## src/rtl/ahb_sram_slave.sv

```systemverilog
// AHB responder in front of a single-port synchronous SRAM.
// Writes take one zero-wait data phase. Reads add one wait state to cover the SRAM latency.
// Illegal size/alignment combinations get the two-cycle ERROR response.
//
// Handshake: a transfer is taken when HSEL & HREADY_IN & HTRANS[1] is seen
// while the slave is able to start a new data phase. The data phase ends on the
// cycle where HREADYOUT=1. HRDATA is only meaningful in that final read cycle.
module ahb_sram_slave #(
    parameter int ADDR_WIDTH = 12
) (
    input  logic                  clk,
    input  logic                  rst,
    input  logic                  HSEL,
    input  logic [31:0]           HADDR,
    input  logic [1:0]            HTRANS,
    input  logic [2:0]            HSIZE,
    input  logic [2:0]            HBURST,
    input  logic                  HWRITE,
    input  logic [31:0]           HWDATA,
    input  logic                  HREADY_IN,
    output logic                  HREADYOUT,
    output logic [1:0]            HRESP,
    output logic [31:0]           HRDATA,
    output logic                  ram_ce,
    output logic                  ram_we,
    output logic [3:0]            ram_be,
    output logic [ADDR_WIDTH-1:0] ram_addr,
    output logic [31:0]           ram_wdata,
    input  logic [31:0]           ram_rdata
);

    typedef enum logic [2:0] {
        S_IDLE    = 3'd0,
        S_WR_DATA = 3'd1,
        S_RD_WAIT = 3'd2,
        S_RD_DATA = 3'd3,
        S_ERR1    = 3'd4,
        S_ERR2    = 3'd5
    } state_t;

    state_t                state;
    state_t                state_nxt;
    logic [ADDR_WIDTH-1:0] addr_q;
    logic [1:0]            lane_q;
    logic [2:0]            size_q;
    logic                  write_q;
    logic                  accept_window;
    logic                  accept;
    logic                  illegal;
    logic [3:0]            lane_be;

    // HBURST is not needed (every beat stands alone), and the upper address bits belong to the decoder.
    logic unused_inputs;
    assign unused_inputs = ^{HBURST, HADDR[31:ADDR_WIDTH+2]};

    // Decode the address phase: can a transfer be taken now, and is it legal?
    always_comb begin
        accept_window = (state == S_IDLE) || (state == S_WR_DATA) ||
                        (state == S_RD_DATA) || (state == S_ERR2);
        accept        = accept_window && HSEL && HREADY_IN && HTRANS[1];
        illegal       = (HSIZE > 3'd2) ||
                        ((HSIZE == 3'd1) && HADDR[0]) ||
                        ((HSIZE == 3'd2) && (HADDR[1:0] != 2'b00));
    end

    // State register and the address-phase capture. Reset drops any pending response.
    always_ff @(posedge clk) begin
        if (!rst) begin
            state   <= S_IDLE;
            addr_q  <= '0;
            lane_q  <= '0;
            size_q  <= '0;
            write_q <= 1'b0;
        end else begin
            state <= state_nxt;
            if (accept) begin
                addr_q  <= HADDR[ADDR_WIDTH+1:2];
                lane_q  <= HADDR[1:0];
                size_q  <= HSIZE;
                write_q <= HWRITE;
            end
        end
    end

    // Next-state selection. Pipelined accepts let a new transfer start in the last cycle of a data phase.
    always_comb begin
        state_nxt = state;
        case (state)
            S_IDLE, S_WR_DATA, S_RD_DATA, S_ERR2: begin
                if (accept) begin
                    if (illegal)     state_nxt = S_ERR1;
                    else if (HWRITE) state_nxt = S_WR_DATA;
                    else             state_nxt = S_RD_WAIT;
                end else begin
                    state_nxt = S_IDLE;
                end
            end
            S_RD_WAIT: state_nxt = S_RD_DATA;
            S_ERR1:    state_nxt = S_ERR2;
            default:   state_nxt = S_IDLE;
        endcase
    end

    // Little-endian byte lanes for the captured size and low address bits.
    always_comb begin
        lane_be = 4'b1111;
        case (size_q)
            3'd0:    lane_be = 4'b0001 << lane_q;
            3'd1:    lane_be = lane_q[1] ? 4'b1100 : 4'b0011;
            default: lane_be = 4'b1111;
        endcase
    end

    // Bus response and SRAM strobes, all decoded from the current state.
    always_comb begin
        HREADYOUT = 1'b1;
        HRESP     = 2'b00;
        HRDATA    = '0;
        ram_ce    = 1'b0;
        ram_we    = 1'b0;
        ram_be    = 4'b0000;
        ram_addr  = '0;
        ram_wdata = '0;
        case (state)
            S_WR_DATA: begin
                ram_ce    = 1'b1;
                ram_we    = write_q;
                ram_be    = lane_be;
                ram_addr  = addr_q;
                ram_wdata = HWDATA;
            end
            S_RD_WAIT: begin
                HREADYOUT = 1'b0;
                ram_ce    = 1'b1;
                ram_addr  = addr_q;
            end
            S_RD_DATA: begin
                HRDATA = ram_rdata;
            end
            S_ERR1: begin
                HREADYOUT = 1'b0;
                HRESP     = 2'b01;
            end
            S_ERR2: begin
                HRESP = 2'b01;
            end
            default: begin
                HREADYOUT = 1'b1;
            end
        endcase
    end

endmodule

```

## config.mk

```make
export PLATFORM = sky130hd
export DESIGN_NAME = ahb_sram_slave
export DESIGN_NICKNAME = d
export VERILOG_FILES = /design/src/rtl/ahb_sram_slave.sv
export SDC_FILE = /design/constraint.sdc
export NUM_CORES = 1
export LEC_CHECK = 0
export BUFFER_PORTS_ARGS = -buffer_cell sky130_fd_sc_hd__buf_2
export CORE_AREA = 2 2 75 77
export CTS_CLUSTER_SIZE = 14
export DETAILED_ROUTE_END_ITERATION = 10
export DIE_AREA = 0 0 77 79
export GPL_ROUTABILITY_DRIVEN = 0
export PLACE_DENSITY = 0.73
export SLEW_MARGIN = 40
export SYNTH_ARGS = -nofsm -noshare
export SYNTH_HDL_FRONTEND = slang
export SYNTH_SLANG_ARGS = --single-unit
```

## constraint.sdc

```tcl
create_clock -name clk -period 2.34 [get_ports clk]
set_input_delay 0.468 -clock clk [delete_from_list [all_inputs] [get_ports clk]]
set_output_delay 0.468 -clock clk [all_outputs]
set_load 0.005 [all_outputs]
```

Word level (Yosys, flattened, before mapping)
Index checks and enable logic that the tools add are counted.
{"block": "totals", "latch_bits": 0, "ff_bits": 21, "mem_bits_rw": 0, "mem_bits_ro": 0, "n_memories": 0, "inputBits": 109, "elab_cells": 46}
{"block": "op_classes", "n_bitwise": 0, "div": 0, "n_mux": 14, "eq_ne": 8, "n_shift": 1, "n_mul": 0, "n_lt_le_gt_ge": 1, "n_reduce_logical": 17, "n_addsub": 0}
{"cell": "32-bit two-way mux", "count": 2}
{"cell": "12-bit two-way mux", "count": 1}
{"cell": "3-bit by 1-bit == test with 1-bit output (second input constant)", "count": 3}
{"cell": "3-bit by 2-bit == test with 1-bit output (second input constant)", "count": 3}
{"cell": "3-bit one-hot mux with 3 select lines", "count": 1}
{"cell": "4-bit two-way mux", "count": 2}
{"cell": "4-bit one-hot mux with 2 select lines", "count": 1}
{"cell": "3-bit == test (second input constant)", "count": 2}
{"cell": "3-bit zero test", "count": 2}
{"cell": "3-bit two-way mux", "count": 2}
{"cell": "2-bit OR reduction", "count": 3}
{"cell": "1-bit logical AND", "count": 5}
{"cell": "1-bit logical OR", "count": 5}
{"cell": "1-bit two-way mux", "count": 4}
{"cell": "4-bit OR reduction", "count": 1}
{"cell": "1-bit by 2-bit left shift with 4-bit output (first input constant)", "count": 1}
{"cell": "3-bit by 2-bit greater-than comparator with 1-bit output (second input constant)", "count": 1}
{"cell": "2-bit two-way mux", "count": 1}
{"cell": "2-bit nonzero test", "count": 1}

Longest topological paths before layout
Gate-level depths: netlist (run 1).
{"block": "depth", "ltp_word": 9, "depth_mapped": 5}

Least setup slack after synthesis (run 1)
OpenSTA, ideal clock, no wires.
{"block": "synth_path", "path_kind": "reg-to-output", "from": "register state[2]", "to": "output ram_wdata[10]", "n_path_buf": 2, "required_ns": 1.872, "stages_incl_launch_ff": 5, "path_slack_ns": 0.701, "t_arrival_ns": 1.171, "cell_sequence": "dfxtp_1 > buf_2 > nor3_1 > clkbuf_1 > and2_1"}
{"block": "synth_via", "elab_chain_cells": 2}
{"element": "start, declared", "line_no": "41", "text": "state_t state;"}
{"element": "start signal, assigned", "line_no": "75", "text": "state <= state_nxt;"}
{"element": "3-bit by 1-bit == test with 1-bit output", "line_no": "124", "text": "case (state)"}
{"element": "32-bit two-way mux", "line_no": "124"}
{"element": "end, declared", "line_no": "28", "text": "output logic [31:0] ram_wdata,"}
No other way between the ends.

Worst setup path in the final report (run 1)
{"block": "layout_path", "from": "register state[1]", "to": "output ram_addr[5]"}
{"block": "layout_via", "elab_chain_cells": 3}
{"element": "3-bit by 1-bit == test with 1-bit output / 3-bit by 2-bit == test with 1-bit output (equally long branches)", "line_no": "124"}
{"element": "2-bit OR reduction (no source line) *"}
{"element": "12-bit two-way mux *", "line_no": "124"}
{"element": "end, declared", "line_no": "27", "text": "output logic [ADDR_WIDTH-1:0] ram_addr,"}
Mark *: on every way between the ends. The rest lies on a longest branch, timed or not.

==> results.md, run 1 <==
- Non-Filler Instances: 443
- DIE HEIGHT: 79 µm
- Antenna-violating nets left: 0
- Clock insertion delay at the later pin of the skew report: 0.25 ns
- First-pass DRT Iterations: 4
- # fillers: 562
- Hold path startpoint: HADDR[11]
- Max Fclk: 501.9 MHz
- Placed cells: 439
- Initial drt markers: 97
- Half-perimeter wire length after placement: 4.028 mm
- Slew Limit Fails: 0
- DP Area: 2434 µm²
- Total gr overflow: 0
- RR Startpoint: state[1]
- Vias in the first global route: 1773
- Worst slew margin: 52.81%
- Register-to-Register Path Depth: 4
- Mapped Area: 1514 µm²
- Drt total wl: 4.965 mm
- # diodes: 0
- Critical path class: flop to output port
- Slew @ Worst Pin: 0.7079 ns
- First-pass GRT wire length: 7.962 mm
- Post-CTS Setup Repair Bufs: 0
- Clk root buf: clkbuf_8
- Worst Hold End: addr_q[9]
- Post-layout nets: 481
- Initial Util: 28.36%
- Drt drc: 0
- RSZ-0062 raised after global routing: false
- Share of layout cells above drive strength 1: 49.06%
- Post-layout util: 46.44%
- P per Cell Area: 313.3 nW/µm²
- Die width: 77 µm
- Final non-filler cell area: 2479 µm²
- Commonest cells after routing, fill and taps aside: 170 x buf_2, 77 x and2_1, 21 x o21ai_0, 21 x dfxtp_1, 19 x nand3_1
- Via count: 1949
- Top-area cell type share of the netlist area: 31.82%
- Setup-failing EPs final: 0
- Largest net degree at the start of global routing: 34
- Setup Total Neg Slack: 0 ns
- Post-synth top area cell: and2_1
- Worst setup SP type: flop
- Post-Syn Area per Cell: 7.244 µm²
- Seq/Total Area, Yosys: 27.77%
- Critical Path RT: 1.87 ns
- Clock-pin slew on the worst setup and hold paths: 0.07 ns
- Hold Crit Class: input port to flop
- Yosys warns: 0
- WL/cell: 11.21 µm
- Post-synthesis cell type count: 28
- Number of buffers added on ports: 170
- H-tree Lvls: 1
- Lkg Pwr: 1.402 nW
- Clock Skew: 0.004103 ns
- Hold Vio Cnt, Final: 0
- I/O pin count: 194
- Number of max-cap violations: 0
- Initial antenna violation count: 0
- VDD IR max: 153.9 µV
- Most common cell after layout, fill and taps aside: buf_2
- Row cnt: 27
- Post-Synthesis Net Count: 318
- Number of gates resized after CTS: 0
- Crit end category: output port
- Reg2Reg Setup Slack: 0.64 ns
- Status: finished clean
- #FFs+latches synth: 21
- Synth top area cells: and2_1 32%, dfxtp_1 28%, o21ai_0 6.9%
- TritonCTS clock tree: done
- Gr usage total: 15.55%
- Core region area: 5338 µm²
- CP Max Fanout: 9
- Max Root-Sink Buffers: 2
- Die ar.: 6083 µm²
- Tmin final: 1.992 ns
- Hold path cells: 3
- Syn-to-layout area delta: 63.72%
- Cts bufs inserted: 3
- Critical Path AT: 1.52 ns
- CTS Sinks: 21
- Worst R2R End: state[1]
- Post-route clock period utilization: 85.14%
- Mapped Cells: 209
- DR vias/cell: 4.400
- Hold Buf Count CTS: 0
## final cells by class
class	count	area [µm²]	area share, %
clock buffers	4	45.04	1.817
flip-flops and latches	21	420.4	16.96
well taps	72	90.09	3.635
repair buffers	176	895.9	36.14
multi-input cells	167	1016	40.99
inverters	3	11.26	0.4543
## synth_stat cells
cell type / count
o21bai_1: 3
nor3b_1: 1
nand3_1: 19
buf_1: 1
nor3_1: 2
conb_1: 1
o21ai_0: 21
o21a_1: 1
a21oi_1: 6
inv_1: 3
and2_1: 77
o41ai_1: 1
a21boi_1: 10
clkbuf_2: 1
nand2b_1: 1
nor2b_1: 3
and3_1: 2
o41a_1: 1
nor2_1: 3
dfxtp_1: 21
clkbuf_1: 12
o21ai_2: 1
buf_2: 3
buf_4: 1
a32oi_1: 1
nand2_1: 4
a21boi_0: 8
or3_1: 1
## worst max path at each step
stage,endpoint,start,cells past startpoint
global placement,ram_addr[5],state[1],5
detailed placement,ram_addr[5],state[1],5
finish,ram_addr[5],state[1],5
global route,HRDATA[2],state[1],4
CTS,ram_addr[5],state[1],5
floorplan,ram_wdata[10],state[2],4
## worst max-delay path, cell delays in order, from the launching register on
cell and delay [ns]:
dfxtp_1 0.47, nand2b_1 0.23, a21oi_1 0.10, buf_4 0.18
and2_1 0.16, buf_2 0.12
## per-layer routing
metal	global-route usage, %	routed length (µm)	vias to the layer above	part of all wire [%]
met1	18.63	2095	831	42
li1	-	-	1015	-
met4	3.571	23	0	0.46
met2	28.25	2392	99	48
met3	3.636	453	4	9.1
met5	0	0	-	0
## where the power goes
group | internal (mW) | switching [mW] | total (mW)
combinational | 0.0923 | 0.0752 | 0.168
clock | 0.121 | 0.111 | 0.232
sequential | 0.369 | 0.00811 | 0.377
## sequential cells by signal, summed over array words and instances, names as in the netlist
signal,count
state,3
size_q,3
lane_q,2
addr_q,12
write_q,1
## logic make-up after synthesis
group / Yosys count / synth area share (%)
other: 1 / 0.2477
buffers and inverters: 21 / 5.784
flip-flops: 21 / 27.77
AO/OA/AOI/OAI: 53 / 22.31
AND/OR/NAND/NOR: 113 / 43.88
## per-stage QoR
step	hold slack [ns]	setup WS, ns	power [mW]
after CTS	0.4563	0.3397	0.7875
after detailed placement	0.4631	0.6469	0.5548
after floorplan	0.4475	0.7015	0.4544
after global placement	0.4536	0.6588	0.5523
final	0.4599	0.3477	0.7765
after global routing	0.4599	0.2188	0.8223
No activity file was read; power rests on OpenSTA's default activity.
==> inputs of run 2 (changes only) <==
- ABC_AREA: default -> 1
- CORE_AREA: 2 2 75 77 -> 2 2 76 78
- DIE_AREA: 0 0 77 79 -> 0 0 78 80
- PLACE_DENSITY: 0.73 -> 0.72
==> results.md, run 2 <==
- Vias in the first global route: 1770 (-0.17%)
- # diodes: 0 (unchanged)
- Hold path cells: 2 (-1)
- Post-synth top area cell: dfxtp_1
- Tmin final: 2.066 ns (+0.07367 ns)
- CP Max Fanout: 34 (+25)
- DP Area: 2410 µm² (-0.98%)
- Initial drt markers: 40 (-59%)
- Via count: 2059 (+5.6%)
- Ys async rst share: 0% (unchanged)
- Antenna-violating nets left: 0 (unchanged)
- Max FFs per register: 12 (unchanged)
- Post-Syn Area per Cell: 5.490 µm² (-24%)
- Top-area cell type share of the netlist area: 27.25% (-4.6 points)
- Lkg Pwr: 1.708 nW (+22%)
- WL/cell: 9.641 µm (-14%)
- Critical Path RT: 1.87 ns (about the same)
- CTS Sinks: 21 (unchanged)
- H-tree Lvls: 1 (unchanged)
- First-pass GRT wire length: 7.458 mm (-6.3%)
- Biggest register: addr_q
- RSZ-0062 raised after global routing: false
- Drt total wl: 4.975 mm (+0.20%)
- Number of buffers added on ports: 170 (unchanged)
- Hold Crit Class: flop to flop
- Final non-filler cell area: 2461 µm² (-0.71%)
- Worst setup SP type: flop
- Max Fclk: 484.0 MHz (-3.6%)
- Syn-to-layout area delta: 59.53%
- Post-route clock period utilization: 88.29% (+3.1 points)
- P per Cell Area: 330.2 nW/µm² (+5.4%)
- TritonCTS clock tree: done
- Total Power: 0.8126 mW (+4.6%)
- Clock-pin slew on the worst setup and hold paths: 0.08 ns (about the same)
- Mapped Cells: 281 (+34%)
- Crit path max-delay cell type: dfxtp_1
- Share of layout cells above drive strength 1: 42.79% (-6.3 points)
- Core region area: 5405 µm² (+1.3%)
- Gr usage total: 14.31% (-1.2 points)
- Clk root buf: clkbuf_8
- Critical Path AT: 1.60 ns (+0.08 ns)
- Reg area: 420.4 µm² (unchanged)
- Cts bufs inserted: 3 (unchanged)
- DR vias/cell: 3.990 (-9.3%)
- Main flop type after synthesis: dfxtp_1
- Post-layout nets: 554 (+15%)
- Post-synthesis cell type count: 19 (-32%)
- DIE HEIGHT: 80 µm (+1.3%)
- VDD IR max: 301.8 µV (+96%)
- Critical path class: flop to output port
- Half-perimeter wire length after placement: 4.105 mm (+1.9%)
- Clock Skew: 0.004602 ns (+0.0004989 ns)
- Synth top area cells: dfxtp_1 27%, inv_1 22%, nor2_1 21%
- Most frequent cell after synthesis: inv_1
- I/O pin count: 194 (unchanged)
- CP Cell Sequence: inv_2 -> nand2_2 -> nor2_4 -> inv_4 -> nand2_2 -> inv_2 -> nor2_1 -> buf_2
- Yosys warns: 0 (unchanged)
- Setup-failing EPs final: 0 (unchanged)
- Row cnt: 27 (unchanged)
- Most common cell after layout, fill and taps aside: buf_2
- Commonest cells post-synth: 92 x inv_1, 85 x nor2_1, 21 x dfxtp_1, 17 x a21oi_1, 14 x o21ai_1
- Hold Vio Cnt, Final: 0 (unchanged)
- Die ar.: 6240 µm² (+2.6%)
- Largest net degree at the start of global routing: 36 (+5.9%)
- Commonest cells after routing, fill and taps aside: 170 x buf_2, 92 x inv_1, 85 x nor2_1, 21 x dfxtp_1, 17 x a21oi_1
- Initial antenna violation count: 0 (unchanged)
- Number of max-cap violations: 0 (unchanged)
- Worst path max stage delay: 0.38 ns (-0.09 ns)
- #FFs+latches synth: 21 (unchanged)
- Slew Limit Fails: 0 (unchanged)
- Biggest regs: addr_q x12, size_q x3, state x3
- Total gr overflow: 0 (unchanged)
- Status: finished clean
- Register-to-Register Path Depth: 5 (+1)
- Post-Synthesis Net Count: 390 (+23%)
- Initial Util: 28.54% (+0.18 points)
- Max Root-Sink Buffers: 2 (unchanged)
- Number of flops mapped to enable cells by yosys: 0 (unchanged)
- Clock insertion delay at the later pin of the skew report: 0.25 ns (about the same)
- Mapped Area: 1543 µm² (+1.9%)
- Multi-input logic area: 684.4 µm² (-33%)
- # fillers: 593 (+5.5%)
- First-pass DRT Iterations: 4 (unchanged)
- Crit end category: output port
- Drt drc: 0 (unchanged)
- Hold WS: 0.4544 ns (-0.005468 ns)
- Die width: 78 µm (+1.3%)
- Seq/Total Area, Yosys: 27.25% (-0.52 points)
- Setup Total Neg Slack: 0 ns (unchanged)
## run 2: kinds of logic (layout without fill, tap and decap cells)
kind of cell / after synthesis / after routing / synth area share (%)
other cells: 1 / 1 / 0.2431
simple gates: 110 / 110 / 30.01
compound gates: 42 / 42 / 14.11
buf+inv: 107 / 270 / 28.39
flops: 21 / 21 / 27.25
## run 2: per-stage QoR
step	std cells	utilization (%)	setup WS (ns)
after global routing	516	45.53	0.09371
after floorplan	281	-	0.8526
after CTS	516	45.49	0.06581
after detailed placement	512	44.58	0.3558
after global placement	512	44.58	0.3782
final	516	45.53	0.2741
## run 2: power breakdown
group	switching (mW)	internal [mW]
Sequential	0.00680	0.375
Combinational	0.102	0.0943
Clock	0.114	0.120
## run 2: what timing repair did
action                     CTS  global route
hold endpoints to repair     0             0
setup endpoints to repair    0            12
resized for setup            0             2
buffers inserted             0             0
hold buffers                 0             0
## run 2: layout make-up
| class | count | share of cell area [%] |
|---|---|---|
| inverters | 95 | 14.59 |
| repair buffers | 171 | 34.88 |
| clock inverters | 1 | 0.3050 |
| multi-input cells | 153 | 27.81 |
| flip-flops and latches | 21 | 17.08 |
| well taps | 72 | 3.660 |
| clock buffers | 3 | 1.678 |
## run 2: worst max-delay path: cells and delay by family (launching register included)
family | cells | cell delay (ns)
buf+inv | 4 | 0.66
flops | 1 | 0.38
simple gates | 4 | 0.30
## run 2: path summary, 6_finish.rpt
path              slack (ns)     endpoint      start
hold reg to reg         0.45    addr_q[8]  addr_q[8]
hold / removal          0.45    addr_q[8]  addr_q[8]
setup / recovery        0.27  ram_addr[6]   state[1]
setup reg to reg        1.07    addr_q[3]   state[0]
## run 2: routing by layer
metal  track usage [%]  routed length (µm)  vias up
li1                  -                   -     1111
met5                 0                   0        -
met2             26.64                2424       82
met4             3.860                  33        0
met3             4.186                 489        4
met1             15.78                2028      862
==> inputs of run 3 (changes only) <==
- CORE_AREA: 2 2 76 78 -> default
- CORE_UTILIZATION: default -> 29
- DIE_AREA: 0 0 78 80 -> default
- PLACE_DENSITY: 0.72 -> 0.76
- clock period: 2.34 -> 1.7 ns (I/O delays scaled with it)
==> results.md, run 3 (synthesized netlist as in run 2, its figures left out) <==
- H-tree Lvls: 1 (unchanged)
- TritonCTS clock tree: done
- Tmin final: 1.630 ns
- Worst setup SP type: flop
- Initial antenna violation count: 0 (unchanged)
- Gr usage total: 15.61% (+1.3 points)
- Clock Skew: 0.002892 ns (-0.001710 ns)
- Drt drc: 0 (unchanged)
- First-pass GRT wire length: 6.762 mm (-9.3%)
- Crit end category: output port
- Lkg Pwr: 1.741 nW (+2.0%)
- # diodes: 0 (unchanged)
- Via count: 2077 (+0.87%)
- Vias in the first global route: 1608 (-9.2%)
- Worst R2R End: addr_q[2]
- DP Area: 2435 µm² (+1.0%)
- Most common cell after layout, fill and taps aside: buf_2
- Hold WS: 0.3408 ns (-0.1136 ns)
- WL/cell: 9.658 µm (+0.17%)
- VDD IR max: 471.4 µV (+56%)
- Hold Crit Class: input port to flop
- Initial drt markers: 41 (+2.5%)
- I/O pin count: 194 (unchanged)
- Row cnt: 26 (-3.7%)
- Post-route clock period utilization: 95.90%
- Total gr overflow: 0 (unchanged)
- DIE HEIGHT: 74.94 µm (-6.3%)
- Biggest regs: addr_q x12, size_q x3, state x3
- First-pass DRT Iterations: 4 (unchanged)
- Hold path startpoint: HADDR[12]
- RR Startpoint: state[1]
- P per Cell Area: 439.5 nW/µm² (+33%)
- Clock-pin slew on the worst setup and hold paths: 0.08 ns (about the same)
- Number of buffers added on ports: 170 (unchanged)
- Total Power: 1.144 mW (+41%)
- Reg2Reg Setup Slack: 0.43 ns (-0.64 ns)
- Cts bufs inserted: 3 (unchanged)
- Setup-failing EPs final: 0 (unchanged)
- Max Root-Sink Buffers: 2 (unchanged)
- Status: finished clean
- Max Fclk: 613.4 MHz
- Syn-to-layout area delta: 68.78%
- Clk root buf: clkbuf_8
- Critical Path AT: 1.29 ns (-0.31 ns)
- Final non-filler cell area: 2604 µm² (+5.8%)
- Critical path class: flop to output port
- Register-to-Register Path Depth: 6 (+1)
- Critical Path RT: 1.36 ns (-0.51 ns)
- Worst Hold End: addr_q[10]
- Drt total wl: 4.993 mm (+0.36%)
- Die ar.: 5615 µm² (-10%)
- CTS Sinks: 21 (unchanged)
- Clock insertion delay at the later pin of the skew report: 0.26 ns (about the same)
- CP Max Fanout: 17 (-50%)
- Antenna-violating nets left: 0 (unchanged)
- Die width: 74.94 µm (-3.9%)
- Core region area: 5107 µm² (-5.5%)
- Max FFs per register: 12 (unchanged)
- Biggest register: addr_q
- Share of layout cells above drive strength 1: 48.55% (+5.8 points)
- Post-layout nets: 557 (+0.54%)
- Number of max-cap violations: 0 (unchanged)
- Hold Vio Cnt, Final: 0 (unchanged)
- Initial Util: 30.21% (+1.7 points)
- Setup Total Neg Slack: 0 ns (unchanged)
- Commonest cells after routing, fill and taps aside: 170 x buf_2, 92 x inv_1, 66 x nor2_1, 21 x nor2_2, 18 x dfxtp_1
- Post-layout util: 50.98% (+5.4 points)
- Slew Limit Fails: 0 (unchanged)
- Half-perimeter wire length after placement: 4.073 mm (-0.80%)
- RSZ-0062 raised after global routing: true
- DR vias/cell: 4.017 (+0.68%)
- Hold path cells: 3 (+1)
- Largest net degree at the start of global routing: 36 (unchanged)
==> run 3: what timing repair did <==
action                                  CTS  global route
gates cloned                              0             0
hold buffers                              0             0
pin swaps                                 1             2
endpoints found under the setup margin   44            78
resized for setup                         4            36
buffers inserted                          1             0
hold endpoints to repair                  0             0
==> run 3: layout make-up <==
type	instances	area [µm²]
flip-flops and latches	21	429.2
clock inverters	1	7.507
fillers	547	2504
multi-input cells	153	759.5
inverters	95	369.1
repair buffers	174	909.6
well taps	70	87.58
clock buffers	3	41.29
==> run 3: worst max path at each step <==
stage                  start             to  slack [ns]  cells past startpoint
floorplan           state[1]   ram_addr[10]        0.34                      7
global placement    state[0]  ram_wdata[23]        0.22                      6
detailed placement  state[1]    ram_addr[9]        0.20                      7
CTS                 state[1]  ram_wdata[23]       0.004                      7
global route        state[2]      HRDATA[4]      -0.007                      5
finish              state[1]  ram_wdata[28]        0.07                      7
==> run 3: stage by stage <==
stage / instances / setup slack, ns
final: 517 / 0.06972
after global routing: 517 / -0.007226
after CTS: 517 / 0.004148
after detailed placement: 512 / 0.2004
after global placement: 512 / 0.2201
after floorplan: 281 / 0.3406
==> run 3: metal layers <==
metal	up-vias	wire [µm]	track usage, %
met5	-	0	0
met4	0	14	3.774
met3	2	434	2.811
met2	84	2490	29.53
met1	872	2053	18.03
li1	1119	-	-
==> run 3: worst max-delay path: stages (launching register included) <==
cell and delay [ns]:
dfxtp_4 0.37, inv_4 0.07, nand2_4 0.06, nor2_4 0.11, inv_4 0.07, buf_12 0.15
nor2_1 0.08, buf_2 0.14
==> run 3: power breakdown <==
| group | leakage (nW) | internal [mW] | switching (mW) |
|---|---|---|---|
| Sequential | 0.173 | 0.514 | 0.0110 |
| Combinational | 1.55 | 0.140 | 0.154 |
| Clock | 0.0217 | 0.165 | 0.159 |
